<file path="src/rtl/ycpu_pkg.sv">
// Shared definitions for the CPU execute-stage blocks: FSM state encoding,
// the default divider width and a constant-evaluable log2 helper.
package ycpu_pkg;

   typedef enum logic [1:0] {
      ST_IDLE = 2'd0,
      ST_RUN  = 2'd1,
      ST_DONE = 2'd2
   } div_state_t;

   localparam int DIV_WIDTH = 32;

   // Ceiling log2; usable in localparam expressions. Returns 0 for value <= 1.
   function automatic int clog2(input int value);
      int result;
      result = 0;
      for (int v = value - 1; v > 0; v = v >> 1) begin
         result++;
      end
      return result;
   endfunction

endpackage

</file>
<file path="src/rtl/ysub_step.sv">
// Combinational N-bit subtractor built as a ripple of full adders computing
// a + ~b + 1; o_carry = 1 means a >= b (no borrow).
module ysub_step
   import ycpu_pkg::*;
#(
   parameter int N = DIV_WIDTH + 1
)
(
   input  logic [N-1:0] i_a,
   input  logic [N-1:0] i_b,
   output logic [N-1:0] o_diff,
   output logic         o_carry
);

   always_comb begin
      logic w_c;
      // NOTE: blocking '=' here so w_c ripples bit to bit within one evaluation;
      // every output gets a default first so no latch is inferred.
      w_c    = 1'b1;
      o_diff = '0;
      for (int i = 0; i < N; i++) begin
         o_diff[i] = i_a[i] ^ ~i_b[i] ^ w_c;
         w_c       = (i_a[i] & ~i_b[i]) | (w_c & (i_a[i] ^ ~i_b[i]));
      end
      o_carry = w_c;
   end

endmodule

</file>
<file path="src/rtl/yserial_divider.sv">
// Multi-cycle unsigned restoring divider: one quotient bit per cycle, operands
// in over a ready/valid handshake, result held until the consumer takes it.
module yserial_divider
   import ycpu_pkg::*;
#(
   parameter int WIDTH = DIV_WIDTH
)
(
   input  logic             i_clk,
   input  logic             i_rst,
   input  logic             i_in_valid,
   output logic             o_in_ready,
   input  logic [WIDTH-1:0] i_dividend,
   input  logic [WIDTH-1:0] i_divisor,
   output logic             o_out_valid,
   input  logic             i_out_ready,
   output logic [WIDTH-1:0] o_quotient,
   output logic [WIDTH-1:0] o_remainder,
   output logic             o_div_by_zero
);

   localparam int         CNT_W    = clog2(WIDTH);
   localparam logic [1:0] S_IDLE   = ST_IDLE;
   localparam logic [1:0] S_RUN    = ST_RUN;
   localparam logic [1:0] S_DONE   = ST_DONE;
   localparam logic [CNT_W-1:0] LAST_STEP = CNT_W'(WIDTH - 1);

   logic [1:0]       r_state;
   logic [CNT_W-1:0] r_cnt;
   logic [WIDTH-1:0] r_q;
   logic [WIDTH-1:0] r_r;
   logic [WIDTH-1:0] r_d;
   logic [WIDTH-1:0] r_quot;
   logic [WIDTH-1:0] r_rem;
   logic             r_dbz;

   // The trial value carries one extra bit so a divisor with its MSB set
   // never overflows the comparison.
   logic [WIDTH:0]   w_t;
   logic [WIDTH:0]   w_diff;
   logic             w_carry;
   logic             w_nonneg;
   logic [WIDTH-1:0] w_q_next;
   logic [WIDTH-1:0] w_r_next;

   assign w_t = {r_r, r_q[WIDTH-1]};

   ysub_step #(.N(WIDTH + 1)) u_sub (
      .i_a     (w_t),
      .i_b     ({1'b0, r_d}),
      .o_diff  (w_diff),
      .o_carry (w_carry)
   );

   // A non-negative difference is always below the divisor, so its top bit is 0.
   assign w_nonneg = w_carry & ~w_diff[WIDTH];
   assign w_q_next = {r_q[WIDTH-2:0], w_nonneg};
   assign w_r_next = w_nonneg ? w_diff[WIDTH-1:0] : w_t[WIDTH-1:0];

   always_ff @(posedge i_clk) begin
      // NOTE: non-blocking '<=' for all state so every register sees the
      // pre-edge values, regardless of statement order.
      if (i_rst) begin
         r_state <= S_IDLE;
         r_cnt   <= '0;
         r_q     <= '0;
         r_r     <= '0;
         r_d     <= '0;
         r_quot  <= '0;
         r_rem   <= '0;
         r_dbz   <= 1'b0;
      end else begin
         case (r_state)
            S_IDLE: begin
               if (i_in_valid) begin
                  r_q   <= i_dividend;
                  r_d   <= i_divisor;
                  r_r   <= '0;
                  r_cnt <= '0;
                  if (i_divisor == '0) begin
                     r_quot  <= '1;
                     r_rem   <= i_dividend;
                     r_dbz   <= 1'b1;
                     r_state <= S_DONE;
                  end else begin
                     r_state <= S_RUN;
                  end
               end
            end
            S_RUN: begin
               r_q   <= w_q_next;
               r_r   <= w_r_next;
               r_cnt <= r_cnt + 1'b1;
               if (r_cnt == LAST_STEP) begin
                  r_quot  <= w_q_next;
                  r_rem   <= w_r_next;
                  r_dbz   <= 1'b0;
                  r_state <= S_DONE;
               end
            end
            S_DONE: begin
               if (i_out_ready) begin
                  r_state <= S_IDLE;
               end
            end
            default: r_state <= S_IDLE;
         endcase
      end
   end

   assign o_in_ready    = (r_state == S_IDLE);
   assign o_out_valid   = (r_state == S_DONE);
   assign o_quotient    = r_quot;
   assign o_remainder   = r_rem;
   assign o_div_by_zero = r_dbz;

endmodule

</file>
<file path="config.mk">
export PLATFORM = sky130hd
export DESIGN_NAME = yserial_divider
export DESIGN_NICKNAME = d
export VERILOG_FILES = /design/src/rtl/ycpu_pkg.sv /design/src/rtl/ysub_step.sv /design/src/rtl/yserial_divider.sv
export SDC_FILE = /design/constraint.sdc
export NUM_CORES = 1
export LEC_CHECK = 0
export ABC_AREA = 1
export CELL_PAD_IN_SITES_DETAIL_PLACEMENT = 1
export CELL_PAD_IN_SITES_GLOBAL_PLACEMENT = 1
export CORE_MARGIN = 2
export CORE_UTILIZATION = 35
export CTS_CLUSTER_DIAMETER = 30
export DETAILED_ROUTE_END_ITERATION = 7
export GPL_ROUTABILITY_DRIVEN = 0
export PLACE_DENSITY_LB_ADDON = 0.1
export REMOVE_ABC_BUFFERS = 1
export SYNTH_ARGS = -nofsm -noshare
export SYNTH_HDL_FRONTEND = slang
export SYNTH_SLANG_ARGS = --single-unit
</file>
<file path="constraint.sdc">
create_clock -name i_clk -period 13.14 [get_ports i_clk]
set_clock_uncertainty 0.05 [all_clocks]
set_input_delay 1.971 -clock i_clk [delete_from_list [all_inputs] [get_ports i_clk]]
set_output_delay 1.971 -clock i_clk [all_outputs]
set_load 0.01 [all_outputs]
</file>
[Yosys cells after proc, flatten, opt, wreduce, memory -nomap -nowiden]
Cells that the tools add are included.
Word-level totals
  bits in registers: 168
  bits of input ports: 68
  output and inout port bits: 67
  logic and storage cells: 244
Cells by class
  add/subtract/negate cells: 1
  eq/ne operators: 7
  mux-type cells: 24
  bitwise logic cells: 197
  reductions and logical operators: 7
Operators with widths (count)
  2-to-1 mux 32 bit: 9
  one-hot mux 32 bit (2 select lines): 4
  bitwise AND 1 bit: 65
  XOR 1 bit: 64
  NOT 1 bit: 35
  OR 1 bit: 33
  logical NOT 32 bit: 1
  one-hot mux 5 bit (2 select lines): 1
  2-to-1 mux 2 bit: 4
  one-hot mux 2 bit (3 select lines): 1
  adder 5 x 1 -> 5 bit, second input constant: 1
  equality test 5 bit, second input constant: 1
  2-to-1 mux 5 bit: 1
  != test 2 x 1 -> 1 bit, second input constant: 2
  != test 2 bit, second input constant: 2
  AND reduction 2 bit: 2
  AND reduction 4 bit: 1
  2-to-1 mux 1 bit: 3
  AND reduction 3 bit: 1
  equality test 2 x 1 -> 1 bit, second input constant: 1
  equality test 2 bit, second input constant: 1
  logical NOT 2 bit: 1
  one-hot mux 1 bit (2 select lines): 1
  nonzero test 2 bit: 1

[Longest topological paths before layout]
  depth in word-level cells: 71
  depth in mapped cells: 46
  depth with buffers taken out: 44

[Modules after synthesis]
Synthesis repeated with hierarchy kept, for this count alone.
Second synthesis, totals
  cells, all modules: 1166
  area total of the unflattened synthesis: 8341.8 µm²
By module, submodules not included
  yserial_divider: instances 1, cells each 1066, area each 7437.1 µm², seq. area each 3363.2 µm²
  ysub_step: instances 1, cells each 100, area each 904.6 µm², seq. area each 0.0 µm²

[Worst setup path before layout]
Ideal clock, no wire load.
  path kind: flip-flop to flip-flop
  from: register r_q[31]
  to: register r_r[22]
  setup time: 0.056 ns
  data arrival time: 13.088 ns
  data required time: 13.034 ns
  slack: -0.054 ns
  stages on the path, launching flop included: 46
  buffers on the path: 2
  path through: dfxtp_1 inv_1 ha_1 inv_1 fa_1 fa_1 fa_1 fa_1 fa_1 fa_1 fa_1 fa_1 fa_1 fa_1 fa_1 fa_1 fa_1 fa_1 (+10 left out) fa_1 fa_1 fa_1 fa_1 fa_1 inv_1 fa_1 inv_1 fa_1 xnor2_1 and2_1 buf_4 buf_6 nand2_1 nand2_1 a21oi_1 or2_1 inv_1
On the way
  longest elaborated chain between the ends: 69
  elaborated cells between the ends (all ways): 73
  classes of those cells: mux (2); bitwise (71)
RTL lines
  start: declaration: RTL line yserial_divider.sv:30  | logic [WIDTH-1:0] r_q;
  start signal: assignment: RTL line yserial_divider.sv:76  | r_q <= i_dividend;
  start signal: assignment: RTL line yserial_divider.sv:91  | r_q <= w_q_next;
  bitwise AND 1 bit or XOR 1 bit (tied branches): RTL line ysub_step.sv:23  | w_c = (i_a[i] & ~i_b[i]) | (w_c & (i_a[i] ^ ~i_b[i]));
  OR 1 bit *: RTL line ysub_step.sv:23
  bitwise AND 1 bit *: RTL line ysub_step.sv:23
  OR 1 bit *: RTL line ysub_step.sv:23
  bitwise AND 1 bit *: RTL line ysub_step.sv:23
  OR 1 bit *: RTL line ysub_step.sv:23
  bitwise AND 1 bit *: RTL line ysub_step.sv:23
  OR 1 bit *: RTL line ysub_step.sv:23
  (+53 left out)
  OR 1 bit: RTL line ysub_step.sv:23
  bitwise AND 1 bit: RTL line ysub_step.sv:23
  OR 1 bit: RTL line ysub_step.sv:23
  bitwise AND 1 bit or XOR 1 bit (tied branches): RTL line ysub_step.sv:23, ysub_step.sv:22
  OR 1 bit or NOT 1 bit (tied branches): RTL line ysub_step.sv:23, yserial_divider.sv:56
  bitwise AND 1 bit: RTL line yserial_divider.sv:56  | assign w_nonneg = w_carry & ~w_diff[WIDTH];
  2-to-1 mux 32 bit *: RTL line yserial_divider.sv:58  | assign w_r_next = w_nonneg ? w_diff[WIDTH-1:0] : w_t[WIDTH-1:0];
  one-hot mux 32 bit (2 select lines) *: RTL line yserial_divider.sv:73  | case (r_state)
  end signal: assignment: RTL line yserial_divider.sv:92  | r_r <= w_r_next;
  end: declaration: RTL line yserial_divider.sv:31  | logic [WIDTH-1:0] r_r;
Mark *: on every way between the ends. The rest lies on a longest branch, timed or not.
A chain may end at the register's enable or synchronous reset.

[Final worst setup path]
  from: register r_q[31]
  to: register r_r[19]
On the way
  longest elaborated chain between the ends: 69
  elaborated cells between the ends (all ways): 73
  classes of those cells: mux (2); bitwise (71)
RTL lines (RTL line)
  bitwise AND 1 bit or XOR 1 bit (tied branches): ysub_step.sv:23
  OR 1 bit *: ysub_step.sv:23
  bitwise AND 1 bit *: ysub_step.sv:23
  OR 1 bit *: ysub_step.sv:23
  bitwise AND 1 bit *: ysub_step.sv:23
  OR 1 bit *: ysub_step.sv:23
  bitwise AND 1 bit *: ysub_step.sv:23
  OR 1 bit *: ysub_step.sv:23
  (+53 left out)
  OR 1 bit: ysub_step.sv:23
  bitwise AND 1 bit: ysub_step.sv:23
  OR 1 bit: ysub_step.sv:23
  bitwise AND 1 bit or XOR 1 bit (tied branches): ysub_step.sv:23, ysub_step.sv:22
  OR 1 bit or NOT 1 bit (tied branches): ysub_step.sv:23, yserial_divider.sv:56
  bitwise AND 1 bit: yserial_divider.sv:56
  2-to-1 mux 32 bit *: yserial_divider.sv:58
  one-hot mux 32 bit (2 select lines) *: yserial_divider.sv:73
Marks and branches as above.

==> results.py <==
metrics = {
    "drt": {
        "via_per_inst": 4.781,
        "wire_per_inst_um": 16.29,
        "wirelength_um": 24980,
        "antenna_left": 0,
        "firstDrtPassIters": 4,
        "drc": 0,
        "vias": 7329,
        "first_iter_violations": 279,
    },
    "placement": {
        "dp_hpwl_um": 15560,
        "io_buffers": 134,
        "post-place-ws_ns": -0.8089,
        "dpl_cell_area_mm2": 0.009761,
    },
    "floorplan": {
        "die_w_um": 157.3,
        "dieArea_mm2": 0.02475,
        "io_pins": 135,
        "core_mm2": 0.02326,
        "start_util_pct": 35.36,
        "dieHeight_um": 157.3,
        "fp-row-count": 56,
    },
    "global_route": {
        "grt.total_usage_pct": 20.83,
        "grt_antenna_before_repair": 0,
        "grt_pass1_wl_um": 40080,
        "grt_start_max_net_pins": 72,
        "gr-total-overflow": 0,
        "grt_pass1_vias": 7630,
    },
    "pwr": {
        "combPwrFrac_pct": 26.9,
        "fin_total_pwr_mw": 1.507,
        "power.switching_mw": 0.4844,
        "p_per_area_mw_per_mm2": 143.0,
        "vdd_drop_max_v": 0.00007321,
        "p_sw_share_pct": 32.14,
        "internal_power_mw": 1.023,
        "clkPwrFrac_pct": 33.7,
        "power_frac_seq_pct": 39.4,
        "p_leak_nw": 4.477,
    },
    "critical_path": {
        "critPathRequiredTime_ns": 13.47,
        "cpMostUsedCell": "fa_2",
        "crit_type": "reg -> reg",
        "critPathSlowestCell": "fa_1",
        "critPathCaptureType": "flip-flop",
        "cp.arrival_ns": 13.14,
        "crit_start": "r_q[31]$_SDFFE_PP0P_",
        "worstReg2RegStart": "r_q[31]$_SDFFE_PP0P_",
        "cp_max_fo": 5,
        "critPathMaxStageDelay_ns": 0.39,
        "start_kind": "flip-flop",
    },
    "layout": {
        "finish.instance_area_mm2": 0.01054,
        "fin_nets": 1303,
        "multiInputGateArea_mm2": 0.003919,
        "syn_to_final_growth_pct": 28.15,
        "regArea_mm2": 0.003363,
        "nFillCells": 2867,
        "drive_above_1_share_pct": 8.649,
        "n_antenna_cell": 0,
        "final_core_util_pct": 45.32,
    },
    "cts": {
        "cts_buffers": 17,
        "clock-sinks": 168,
        "post_cts_buffers": 0,
        "clk_pin_slew_worst_paths_ns": 0.07,
        "cts_hold_buf": 0,
        "htreeDepth": 4,
        "clkLatencyLatePin_ns": 0.43,
        "tritoncts": "yes",
        "cts_buffer_depth": 2,
        "clockRootBuffer": "clkbuf_16",
    },
    "sta": {
        "finalSetupTns_ns": 0,
        "period_needed_ns": 12.81,
        "hold_violations": 0,
        "rsz0062_at_grt": "false",
        "period_share_pct": 97.47,
        "fmax_mhz": 78.08,
        "slew_headroom_pct": 42.32,
        "setup_viol": 0,
        "worstMarginPinSlew_ns": 0.8632,
        "maxSlewViolCount": 0,
        "setup_slack_ns": 0.3318,
    },
    "status": {
        "outcome": "finished clean",
    },
    "synthesis": {
        "yosysSeqAreaShare_pct": 40.88,
        "yosys_warnings": 0,
        "syn_area_per_cell_um2": 7.479,
        "ys_ff_latch": 168,
        "synth_cells": 1100,
        "synth.cell_area_mm2": 0.008227,
        "synth.distinct_cells": 31,
    },
    "run": {
        "drv_cap": 0,
    },
    "min_path": {
        "hp-class": "reg -> reg",
        "min-delay-start": "o_quotient[12]$_SDFFE_PP0P_",
    },
}
[worst max-delay path: cells and delay by family, from the launching register on]
family                   cells  cell delay [ns]
AND/OR/NAND/NOR              4             0.69
AO/OA/AOI/OAI                1             0.06
XOR/XNOR                     1             0.18
flip-flops                   1             0.31
adder cells (fa/ha/maj)     32            10.97
buffers and inverters        6             0.49
[per-layer routing]
layer  GRT usage, %  up-vias  part of all wire, %
met5              0        -                    0
met4          6.320        0                  1.6
met3          3.001       25                  2.7
met2          35.43      118                   48
met1          27.38     3487                   48
li1               -     3699                    -
[state kept, by name, summed over array words and instances, names as in the netlist]
register       cells
o_div_by_zero      1
o_quotient        32
o_remainder       32
r_state            2
r_d               32
r_q               32
r_r               32
r_cnt              5
[layout by cell type (no fill, tap or decap), types with 16 or more instances in the layout]
cell	n
nand4_1	32
fa_2	26
buf_4	16
dfxtp_1	168
inv_1	172
nor2_1	96
clkbuf_16	19
o21ai_0	33
a211oi_1	56
nand2_1	207
a21oi_1	132
clkdlybuf4s50_1	133
nand3_1	36
or2_1	31
[power groups by stage]
| stage | Sequential, mW | Clock, mW | Combinational (mW) |
|---|---|---|---|
| finish | 0.594 | 0.508 | 0.405 |
| global route | 0.601 | 0.540 | 0.459 |
| CTS | 0.594 | 0.523 | 0.397 |
| detailed placement | 0.604 | 0 | 0.372 |
| global placement | 0.603 | 0 | 0.365 |
| floorplan | 0.605 | 0 | 0.215 |
[area by class of cell]
class,instances,area share [%]
inverter,176,6.266
clock inverter,13,1.377
sequential,168,31.90
multi-input combinational,681,37.17
timing repair buffer,157,15.30
clock buffer,19,4.201
tap,319,3.786
[cell usage after synthesis, drive strengths merged]
cell type / n / share of area, %
fa: 31 / 7.5
o21ai: 34 / 2.1
clkinv: 1 / 0.046
or2: 31 / 2.4
nor3b: 1 / 0.091
nor2: 100 / 4.9
ha: 3 / 0.46
nand3: 36 / 2.2
o31ai: 1 / 0.091
a211oi: 63 / 6.2
and2: 1 / 0.076
nand4: 32 / 2.4
dfxtp: 168 / 41
nor3: 1 / 0.061
clkbuf: 36 / 1.6
a21oi: 132 / 8.0
buf: 39 / 2.9
xnor2: 1 / 0.11
inv: 175 / 8.0
nand2: 213 / 9.8
a31oi: 1 / 0.076
[path summary, 6_finish.rpt]
check	to	slack (ns)	depth (start not counted)
min reg2reg	o_quotient[12]$_SDFFE_PP0P_	0.39	2
max reg2reg	r_r[19]$_SDFFE_PP0P_	0.33	44
min	o_quotient[12]$_SDFFE_PP0P_	0.39	2
max	r_r[19]$_SDFFE_PP0P_	0.33	44
[logic make-up (layout without fill, tap and decap cells)]
family                   after synthesis  count (layout)  share of synthesized area (%)
flip-flops                           168             168                          40.88
adder cells (fa/ha/maj)               34              34                          8.000
XOR/XNOR                               1               1                         0.1065
buffers and inverters                251             365                          12.61
AND/OR/NAND/NOR                      415             415                          21.92
AO/OA/AOI/OAI                        231             231                          16.49
[timing repair]
item	CTS	global route
endpoints found under the setup margin	66	66
pin swaps	1	1
resized for setup	24	11
cloned	2	2
[stage by stage]
step | hold WS, ns | cells
after floorplan | 0.3892 | 1025
after global placement | 0.3852 | 1497
after detailed placement | 0.3876 | 1497
after CTS | 0.3982 | 1531
after global routing | 0.4188 | 1533
final | 0.3939 | 1533
Power figures use the tool's default switching activity.
==> RTL change 1: new RTL, same settings <==
Reset style: asynchronous (`i_rst`), changed in one clocked block.
--- a/src/rtl/yserial_divider.sv
+++ b/src/rtl/yserial_divider.sv
@@ -59,3 +59,3 @@
 
-   always_ff @(posedge i_clk) begin
+   always_ff @(posedge i_clk or posedge i_rst) begin
       // NOTE: non-blocking '<=' for all state so every register sees the
Formal check against the unedited RTL: differs if i_rst is asserted again (counterexample within 4 cycles, from zero or initial values and one cycle with i_rst high); with i_rst held inactive, the same outputs for 4 cycles.
==> RTL change 1 against the unedited design <==
- setup slack better by 0.044 ns
- final area up 1.5%
- count of clock-buffer cells in the layout up 2
- area after synthesis down 0.11%
- routed wire length down 3.4%
- sequential cell count unchanged
- largest cell class is now sequential cells
- highest routed layer unchanged
Power is not compared: it rests on default switching activity, and its combinational part moved more than twofold at a synthesized area within 25%.
==> RTL change 1: results (changes against the unedited design) <==
* 24100 um — WL final, -3.4%
* 28 — count of cell types in the netlist, -9.7%
* 20.9% — GRT Total Usage, +0.081 points
* sky130_fd_sc_hd__dfrtp_1 — Main synth FF type
* 6.49% — fraction of the mapped netlist area in compound gates, -10 points
* 15000 um — dpl hpwl, -3.5%
* 0.07 ns — clock-pin slew reported for the worst setup and hold paths after clock tree synthesis, about the same
* 7395 — vias in the first global route, -3.1%
* -0.832 ns — placement-stage worst setup slack, -0.0234 ns
* 969 — Mapped Cells, -12%
* 263 — 1st-iter DRT viols, -5.7%
* 0 — number of synthesis warnings, unchanged
* 1401 — number of cells in the design after placement, -6.4%
* 51.2% — portion of the post-synthesis area used by sequential elements, +10 points
* completed — outcome
* sky130_fd_sc_hd__nand2_1, sky130_fd_sc_hd__dfrtp_1, sky130_fd_sc_hd__nand3_1 — cell types with the highest counts after synthesis
* 16.8 um — Routed WL per cell, +2.9%
* sky130_fd_sc_hd__dfrtp_1, sky130_fd_sc_hd__nand2_1, sky130_fd_sc_hd__nand3_1, sky130_fd_sc_hd__fa_1, sky130_fd_sc_hd__o21ai_0 — ranking of synthesized cells by area
* sky130_fd_sc_hd__clkbuf_16 — buffer type at the clock tree root
* 71 — largest net degree at the start of global routing, -1.4%
* 2793 — count of filler cells inserted in the layout, -2.6%
* 8.01% — adder and majority gate portion of the synthesized area, +0.0085 points
* 10.4% — fraction of layout cells with a size suffix above 1, +1.7 points
* 5.10 nW — Static Leakage
* 1208 — fin nets, -7.3%
* 0.892 ns — Worst Tran Pin Value, +0.0287 ns
* 8 — Critical Path Fanout Max, +3
* 4.74 — detail-routed via count per cell, -0.75%
* 0.320% — xor-xnor portion of the synthesized cell area, +0.21 points
* 39700 um — wire length of the first global-routing pass, -0.88%
* 4 — DR pass1 iterations, unchanged
* sky130_fd_sc_hd__fa_1 — crit path max-delay cell type
* 13.08 ns — data arrival time of the critical path, -0.06 ns
* 100% — FFs w/ async S/R, synth, +100 points
* adder cells — category of cells accounting for the largest share of critical-path delay
* 1 — number of antenna violations at the first check in global routing, +1
[RTL change 1: cell types whose count changed after synthesis, sizes merged, moves of 63 or more]
cell,before,now
nand3,36,130
nand2,213,372
a211oi,63,0
dfxtp,168,0
inv,175,79
nor2,100,25
a21oi,132,2
dfrtp,0,168
[RTL change 1: path summary, 6_finish.rpt]
path	slack, ns	depth (start not counted)	to	from
max reg2reg	0.38	44	o_remainder[12]	r_q[31]
min	0.42	2	o_quotient[17]	o_quotient[17]
max	0.38	44	o_remainder[12]	r_q[31]
min reg2reg	0.42	2	o_quotient[17]	o_quotient[17]
max in group asynchronous	9.86	3	o_quotient[17]	i_rst
min in group asynchronous	1.91	2	o_quotient[9]	i_rst
[RTL change 1: power by group]
part	internal [mW]	switching, mW
combinational	0.619	0.834
sequential	0.757	0.131
clock	0.274	0.221
total	1.65	1.19
[RTL change 1: per-stage QoR]
stage	cell area, um2	setup TNS [ns]
after global routing	10700	-0.0196
after detailed placement	9950	-47.94
after CTS	10700	0
after floorplan	7910	-32.73
final	10700	0
after global placement	9950	-34.92
[RTL change 1: cells by family after synthesis]
family / count (synthesis)
and+or+nand+nor: 528
DFF: 168
buffers and inverters: 134
AOI/OAI and AO/OA: 102
adders and majority gates: 34
xor gates and xnor gates: 3
[RTL change 1: area by class of cell]
class / instances / area [um2] / area share [%]
clock inverters: 11 / 114 / 1.06
well taps: 319 / 399 / 3.73
repair buffers: 172 / 1720 / 16.0
diodes: 1 / 2.50 / 0.0234
clock buffers: 21 / 460 / 4.30
flip-flops and latches: 168 / 4200 / 39.3
inverters: 80 / 308 / 2.88
multi-input cells: 667 / 3500 / 32.7
[RTL change 1: repair_timing]
action / in CTS / in global routing
gates cloned: 2 / 0
pin swaps: 1 / 4
setup endpoints to repair: 66 / 65
resized for setup: 23 / 8
buffers inserted: 2 / 1
[RTL change 1: routing by layer]
| layer | global-route usage, % | routed length [um] | part of all wire [%] |
|---|---|---|---|
| met4 | 4.37 | 197 | 0.82 |
| met1 | 29.2 | 11700 | 48 |
| met3 | 3.99 | 694 | 2.9 |
| met2 | 34.1 | 11500 | 48 |
| met5 | 0 | 0 | 0 |
[RTL change 1: tightest hold or removal path, stage by stage (launching register included)]
cell and delay (ns):
sky130_fd_sc_hd__dfrtp_1 0.34, sky130_fd_sc_hd__nand2_1 0.05, sky130_fd_sc_hd__nand2_1 0.04
==> RTL change 2: new RTL, same settings <==
Without the edit above. The package constant `DIV_WIDTH` goes from 32 to 28.
--- a/src/rtl/ycpu_pkg.sv
+++ b/src/rtl/ycpu_pkg.sv
@@ -10,3 +10,3 @@
 
-   localparam int DIV_WIDTH = 32;
+   localparam int DIV_WIDTH = 28;
 
Interface: changed (resized i_dividend, i_divisor, o_quotient and o_remainder); port bits go from 135 to 119. No check against the original RTL was run, so the function may have changed too.
==> RTL change 2 against the unedited design <==
- utilization shrank 0.067 points
- largest power group is now the clock network
- setup slack gained 0.34 ns
- final area shrank 13%
- routed wire length shrank 15%
- power shrank 8.8%
- largest cell class unchanged
- sequential share of layout area grew 0.35 points
- area after synthesis shrank 12%
- sequential cell count shrank 20
==> RTL change 2: results (changes against the unedited design) <==
* completed — outcome
* 1.24 ns — Worst Tran Pin Value, +0.375 ns
* 369 — 1st-iter DRT viols, +32%
* 118 — number of buffers inserted by port buffering, -12%
* 12.78 ns — data arrival time of the critical path, -0.36 ns
* 40 — Worst Reg2Reg Path Length in Cells, -9.1%
* 21300 um — WL final, -15%
* 20.1% — GRT Total Usage, -0.68 points
* sky130_fd_sc_hd__dfxtp_1, sky130_fd_sc_hd__nand2_1, sky130_fd_sc_hd__inv_1, sky130_fd_sc_hd__fa_1, sky130_fd_sc_hd__a21oi_1 — ranking of synthesized cells by area
* 2529 — count of filler cells inserted in the layout, -12%
* 7.46% — fraction of layout cells with a size suffix above 1, -1.2 points
* 3.95 nW — Static Leakage, -12%
* 0.42 ns — CP peak stage delay, +0.03 ns
* 0 — post_cts resized, -100%
* 0.0802 GHz — maximum operating frequency, +2.8%
* 977 — Mapped Cells, -11%
* r_r[18] — Crit Reg-Reg Endpoint
* 16.6% — fraction of the mapped netlist area in compound gates, +0.11 points
* o_quotient[9] — beginning of the worst hold path
* 0.68 ns — Reg2Reg Setup Slack, +0.34 ns
* 1148 — fin nets, -12%
* 30 — count of cell types in the netlist, -3.2%
* 29.0% — met1 Usage GRT, +1.6 points
* 30.9% — Net Sw Frac, -1.2 points
* 40.9% — portion of the post-synthesis area used by sequential elements, about the same
* 9410 um — wire length on met2, -22%
* 0.242% — xor-xnor portion of the synthesized cell area, +0.14 points
* r_q[27] — Crit. Startpoint
* 87.4 uV — worst vdd rail ir drop, +19%
* 38.0% — register share of total power, -1.4 points
* 712 um — total length of routed met3 wires, +7.4%
* 7.80% — adder and majority gate portion of the synthesized area, -0.20 points
* 1342 — post-route insts no fill, -12%
* 31.3% — met2 track demand over resource in global routing, -4.2 points
* 6387 — vias in the first global route, -16%
* 3.49% — met3 global-route usage, +0.49 points
* sky130_fd_sc_hd__nand2_1, sky130_fd_sc_hd__inv_1, sky130_fd_sc_hd__dfxtp_1 — cell types with the highest counts after synthesis
* 0.759 ns — placement-stage worst setup slack, +1.57 ns
* 6461 — number of vias in the routed layout, -12%
* 89 — largest net degree at the start of global routing, +24%
* o_quotient[9] — Hold Path Sink
* 14000 um — dpl hpwl, -10%
* 0.531 mW — power in the clock group, +4.5%
==> RTL change 2: cell count changes in the layout (fill, tap and decap cells not counted), sizes merged, moves of 4 or more <==
cell           before  now
nand2             213  191
dfxtp             168  148
a21oi             132  116
clkdlybuf4s50     133  117
inv               180  164
nor2              100   86
buf                22   11
a211oi             63   55
nand3              36   31
clkinvlp            3    7
fa                 31   27
o21ai              34   30
or2                31   27
==> RTL change 2: per-stage QoR <==
stage	hold slack [ns]	utilization, %	instance area [um2]	power [mW]
after floorplan	0.399	-	6940	0.720
after global placement	0.382	42.1	8550	0.848
after detailed placement	0.389	42.1	8550	0.853
after CTS	0.399	45.3	9190	1.39
after global routing	0.415	45.3	9190	1.46
final	0.395	45.3	9190	1.37
==> RTL change 2: cell type report <==
type	instances	area [um2]	area share (%)
Timing Repair Buffer	128	1250	13.6
Tap cell	270	338	3.68
Clock buffer	18	439	4.78
Clock inverter	14	201	2.19
Inverter	162	608	6.62
Sequential cell	148	2960	32.3
Multi-Input combinational cell	602	3390	36.9
